$ cat src/rtl/deadtime_inserter.sv
// Three-phase gate driver with per-phase dead-time insertion between complementary drives.
// Optional latched illegal-pattern fault: define DEADTIME_FAULT_DETECT_EN.
module deadtime_inserter #(
    parameter int K_DEADTIME = 8
) (
    input  logic       i_clk,
    input  logic       i_rst_n,
    input  logic [5:0] i_pattern,
    input  logic       i_enable,
    input  logic       i_fault_clr,
    output logic [2:0] o_gate_h,
    output logic [2:0] o_gate_l,
    output logic [2:0] o_dead,
    output logic       o_fault
);

    localparam int CW = $clog2(K_DEADTIME + 1);
    localparam logic [CW-1:0] C_LAST = CW'(K_DEADTIME - 1);

    localparam logic [1:0] S_IDLE  = 2'd0;
    localparam logic [1:0] S_DRV_H = 2'd1;
    localparam logic [1:0] S_DRV_L = 2'd2;
    localparam logic [1:0] S_DEAD  = 2'd3;

    logic [1:0]    r_state [3];
    logic [CW-1:0] r_cnt   [3];
    logic          w_block;
    logic [2:0]    w_req_h;
    logic [2:0]    w_req_l;

`ifdef DEADTIME_FAULT_DETECT_EN
    logic r_fault;
    logic w_illegal;

    assign w_illegal = i_enable & (|(i_pattern[5:3] & i_pattern[2:0]));

    // Set has priority over clear.
    always_ff @(posedge i_clk or negedge i_rst_n) begin
        if (!i_rst_n) begin
            r_fault <= 1'b0;
        end else if (w_illegal) begin
            r_fault <= 1'b1;
        end else if (i_fault_clr) begin
            r_fault <= 1'b0;
        end
    end

    assign w_block = r_fault;
    assign o_fault = r_fault;
`else
    logic w_unused;
    assign w_unused = i_fault_clr;
    assign w_block  = 1'b0;
    assign o_fault  = 1'b0;
`endif

    // ILLEGAL (both bits set) decodes to neither request, i.e. OFF.
    assign w_req_h = {3{i_enable & ~w_block}} & i_pattern[5:3] & ~i_pattern[2:0];
    assign w_req_l = {3{i_enable & ~w_block}} & i_pattern[2:0] & ~i_pattern[5:3];

    always_ff @(posedge i_clk or negedge i_rst_n) begin
        if (!i_rst_n) begin
            for (int unsigned p = 0; p < 3; p++) begin
                r_state[p] <= S_IDLE;
                r_cnt[p]   <= '0;
            end
        end else begin
            for (int unsigned p = 0; p < 3; p++) begin
                case (r_state[p])
                    S_IDLE: begin
                        if (w_req_h[p]) begin
                            r_state[p] <= S_DRV_H;
                        end else if (w_req_l[p]) begin
                            r_state[p] <= S_DRV_L;
                        end
                    end
                    S_DRV_H: begin
                        if (!w_req_h[p]) begin
                            r_state[p] <= S_DEAD;
                            r_cnt[p]   <= '0;
                        end
                    end
                    S_DRV_L: begin
                        if (!w_req_l[p]) begin
                            r_state[p] <= S_DEAD;
                            r_cnt[p]   <= '0;
                        end
                    end
                    default: begin
                        if (r_cnt[p] != C_LAST) begin
                            r_cnt[p] <= r_cnt[p] + 1'b1;
                        end else if (w_req_h[p]) begin
                            r_state[p] <= S_DRV_H;
                        end else if (w_req_l[p]) begin
                            r_state[p] <= S_DRV_L;
                        end else begin
                            r_state[p] <= S_IDLE;
                        end
                    end
                endcase
            end
        end
    end

    always_comb begin
        o_gate_h = '0;
        o_gate_l = '0;
        o_dead   = '0;
        for (int unsigned p = 0; p < 3; p++) begin
            o_gate_h[p] = (r_state[p] == S_DRV_H);
            o_gate_l[p] = (r_state[p] == S_DRV_L);
            o_dead[p]   = (r_state[p] == S_DEAD);
        end
    end

endmodule

$ cat config.mk
export PLATFORM = sky130hd
export DESIGN_NAME = deadtime_inserter
export DESIGN_NICKNAME = d
export VERILOG_FILES = /design/src/rtl/deadtime_inserter.sv
export SDC_FILE = /design/constraint.sdc
export NUM_CORES = 1
export LEC_CHECK = 0
export CORE_ASPECT_RATIO = 1.2
export CORE_MARGIN = 2
export CORE_UTILIZATION = 50
export DETAILED_ROUTE_END_ITERATION = 8
export GPL_TIMING_DRIVEN = 0
export HOLD_SLACK_MARGIN = 0.08
export PLACE_DENSITY = 0.74
export SETUP_SLACK_MARGIN = 0.2
export SYNTH_ARGS = -nofsm -noshare
export SYNTH_HDL_FRONTEND = slang
export SYNTH_SLANG_ARGS = --single-unit
$ cat constraint.sdc
create_clock -name i_clk -period 2.01 [get_ports i_clk]
set_input_delay 0.201 -clock i_clk [delete_from_list [all_inputs] [get_ports i_clk]]
set_output_delay 0.201 -clock i_clk [all_outputs]
set_load 0.02 [all_outputs]
==> insert_results.sql <==
INSERT INTO impl_metrics (metric_group, metric, value, unit) VALUES
('timing', 'fin_crit', '1.75', 'ns'),
('logic_synthesis', 'synthDistinctLibCells', '43', ''),
('timing', 'fin_worst_skew', '0.00772', 'ns'),
('timing', 'fin_setup_tns', '0', 'ns'),
('place', 'gpl.final_weighted_congestion', '0.832', ''),
('timing', 'worst_slew_pin_slew', '0.850', 'ns'),
('logic_synthesis', 'yosys.area_share.simple', '25.3', '%'),
('global_routing', 'grt_use_total', '20.0', '%'),
('worst_setup_path', 'critical_path.cell_chain', 'ha_1 > clkdlybuf4s50_1', ''),
('logic_synthesis', 'synthArstFlopShare', '100', '%'),
('worst_setup_path', 'timing.critical_path.from_type', 'flop', ''),
('finish', 'nets', '201', ''),
('logic_synthesis', 'synth_seq_area_share', '31.8', '%'),
('global_routing', 'first_pass_grt_wire_length', '5.13', 'mm'),
('run', 'max-cap-violations', '0', ''),
('logic_synthesis', 'complex_gate_fraction_of_the_synthesized_area', '21.7', '%'),
('worst_setup_path', 'endpoint_kind', 'primary output', ''),
('cts', 'cts_htree_levels', '1', ''),
('worst_setup_path', 'crit_fanout', '3', ''),
('logic_synthesis', 'synth_edf_count', '0', ''),
('global_routing', 'antenna_found_initial', '0', ''),
('global_routing', 'number_of_global_route_vias_before_repair', '1199', ''),
('logic_synthesis', 'synth_adder_area_share', '13.2', '%'),
('power_and_ir_drop', 'p_leak', '0.814', 'nW'),
('route', 'dr_total_vias', '1238', ''),
('place', 'dpl.hpwl', '2.30', 'mm'),
('route', 'detailed_router_iteration_count_before_antenna_repair', '4', ''),
('power_and_ir_drop', 'powerDensity', '1400', 'mW/mm^2'),
('logic_synthesis', 'synthesis.yosys.warnings', '0', ''),
('cts', 'holdBufCountCts', '0', ''),
('place', 'buffer_ports.inserted', '17', ''),
('floorplanning', 'floorplan.core_area', '0.00276', 'sq mm'),
('logic_synthesis', 'combinational_family_with_the_most_area_after_synthesis', 'simple AND/OR/NAND/NOR gates', ''),
('worst_setup_path', 'critical_path.max_stage_delay', '0.62', 'ns'),
('floorplanning', 'ioPinCount', '20', ''),
('logic_synthesis', 'synth.area.mux_share', '3.62', '%'),
('worst_setup_path', 'timing.rr.end', 'r_cnt[3]', ''),
('worst_setup_path', 'critPathArrivalTime', '1.55', 'ns'),
('worst_setup_path', 'reg2reg_setup_slack', '0.28', 'ns'),
('timing', 'timing.final.hold_violations', '0', ''),
('power_and_ir_drop', 'power', '2.37', 'mW'),
('route', 'route.detailed.vias_per_inst', '5.92', ''),
('route', 'post_drt_wl_per_cell', '14.7', 'um'),
('cts', 'clock_latency', '0.30', 'ns'),
('cts', 'worst_setup_hold_path_clk_slew', '0.11', 'ns'),
('floorplanning', 'die_w', '52.6', 'um'),
('timing', 'max_freq', '0.573', 'GHz'),
('status', 'status', 'finished clean', ''),
('worst_setup_path', 'required', '1.81', 'ns'),
('cts', 'cts_tree', 'done', ''),
('logic_synthesis', 'postSynthNetCount', '178', ''),
('route', 'routed_wl', '3.07', 'mm'),
('floorplanning', 'fp.dieH', '62.3', 'um'),
('cts', 'clock_tree_root_buffer_cell', 'clkbuf_4', ''),
('floorplanning', 'starting_utilization_of_the_core_area', '51.4', '%'),
('finish', 'syn_to_final_growth', '19.4', '%'),
('cts', 'numCtsBuffers', '3', ''),
('logic_synthesis', 'synth-seq-cells', '18', ''),
('timing', 'slew-limit-headroom', '43.1', '%'),
('worst_setup_path', 'r2r-start', 'r_state[0]', ''),
('floorplanning', 'floorplan.die_area', '0.00328', 'sq mm'),
('global_routing', 'grt_start_max_net_pins', '19', ''),
('logic_synthesis', 'synth_cells', '153', ''),
('power_and_ir_drop', 'worst_ir_drop_on_vdd', '0.000987', 'V'),
('finish', 'antenna_cells', '0', ''),
('cts', 'deepest_clock_path_buffer_count', '2', ''),
('logic_synthesis', 'post_synth_xor_area_fraction', '0', '%'),
('floorplanning', 'rows', '21', ''),
('worst_setup_path', 'critical_path_class', 'reg2out', ''),
('logic_synthesis', 'synth_top_flop_cell', 'dfrtp_1', ''),
('route', 'dr.first_iter.drc_count', '31', '');
-- sequential cells by signal (all words and copies together), names as in the netlist --
signal and count:
r_cnt 12, r_state 6
-- power by group --
group,total (mW),switching (mW),internal (mW)
Sequential,0.623,0.127,0.496
Clock,0.231,0.120,0.110
Combinational,1.51,0.783,0.730
-- metrics by stage --
| stage | util (%) | hold slack (ns) | setup WS (ns) | area, sq um |
|---|---|---|---|---|
| floorplan | - | -0.0946 | 0.337 | 1420 |
| global placement | 59.1 | 0.515 | 0.176 | 1630 |
| detailed placement | 59.1 | 0.527 | 0.0959 | 1630 |
| CTS | 60.2 | 0.416 | 0.218 | 1660 |
| global route | 61.4 | 0.448 | 0.186 | 1690 |
| finish | 61.4 | 0.378 | 0.264 | 1690 |
-- cell type report --
cell class	count	area, sq um
Multi-Input combinational cell	121	921
Buffer	5	33.8
Fill cell	246	1070
Inverter	9	33.8
Timing Repair Buffer	18	175
Sequential cell	18	450
Clock buffer	4	36.3
Tap cell	34	42.5
-- worst max path at each step --
stage                     startpoint    endpoint  slack (ns)  cells after the start
after floorplan           r_state[4]  r_state[4]        0.34                      6
after global placement      i_enable  r_state[3]        0.18                      6
after detailed placement    i_enable  r_state[3]         0.1                      6
after CTS                 r_state[4]   o_dead[0]        0.22                      2
after global routing      r_state[0]   o_dead[2]        0.19                      2
final                     r_state[0]   o_dead[2]        0.26                      2
-- layer usage --
metal  vias to the layer above  global-route usage (%)  wire (um)
li1                        612                       -          -
met1                       598                    26.5       1350
met2                        26                    33.0       1590
met3                         2                    2.64        111
met4                         0                    6.73         21
met5                         -                       0          0
-- what timing repair did --
action / 4_1_cts / 5_1_grt
endpoints found under the setup margin: 8 / 11
gates resized for setup: 8 / 14
pin swaps: 0 / 2
setup buffers: 0 / 1
hold endpoints to repair: 0 / 0
-- cell usage in the layout, fill, tap and decap left out, types with 2 or more instances in the layout --
cell type / netlist / layout
nor3_1: 2 / 2
o41a_1: 2 / 2
nand4b_1: 2 / 2
mux2i_1: 4 / 4
nand3_1: 3 / 3
nor2b_1: 2 / 2
nor2_1: 8 / 8
o2bb2ai_1: 2 / 2
dlygate4sd2_1: 0 / 6
buf_4: 1 / 2
or2_2: 2 / 2
clkbuf_4: 0 / 3
or4_1: 3 / 2
o21ai_0: 12 / 11
o21bai_1: 2 / 2
o22a_1: 3 / 3
a21boi_1: 0 / 2
inv_2: 0 / 2
a31oi_1: 3 / 3
buf_2: 1 / 2
or3_1: 3 / 3
nand3b_1: 10 / 10
dlymetal6s2s_1: 0 / 2
and3b_1: 5 / 5
nand2_1: 9 / 9
a21oi_1: 4 / 4
nor3b_1: 3 / 3
dfrtp_1: 18 / 18
clkdlybuf4s50_1: 0 / 9
o211ai_1: 4 / 4
inv_1: 9 / 7
ha_1: 15 / 15
-- cells in the mapped netlist, types with 3 or more instances --
cell | number | area, sq um
dfrtp_1 | 18 | 450
ha_1 | 15 | 188
o21ai_0 | 12 | 60.1
nand3b_1 | 10 | 75.1
inv_1 | 9 | 33.8
nand2_1 | 9 | 33.8
nor2_1 | 8 | 30.0
and3b_1 | 5 | 43.8
a21oi_1 | 4 | 20.0
mux2i_1 | 4 | 40.0
o211ai_1 | 4 | 30.0
a21boi_0 | 3 | 22.5
a31oi_1 | 3 | 18.8
buf_1 | 3 | 11.3
nand3_1 | 3 | 15.0
nor3b_1 | 3 | 22.5
o22a_1 | 3 | 26.3
or3_1 | 3 | 18.8
or4_1 | 3 | 22.5
-- cells by family after synthesis --
group | after synthesis
adder cells (fa/ha/maj) | 15
other | 1
buffers and inverters | 14
AND/OR/NAND/NOR | 57
flip-flops | 18
AO/OA/AOI/OAI | 43
multiplexers | 5
-- critical path, delay by kind of cell, from the launching register on --
| kind | cells | cell delay [ns] |
|---|---|---|
| adders and majority gates | 1 | 0.22 |
| buffers and inverters | 1 | 0.62 |
| DFF | 1 | 0.41 |
No activity file was read; power rests on OpenSTA's default activity.
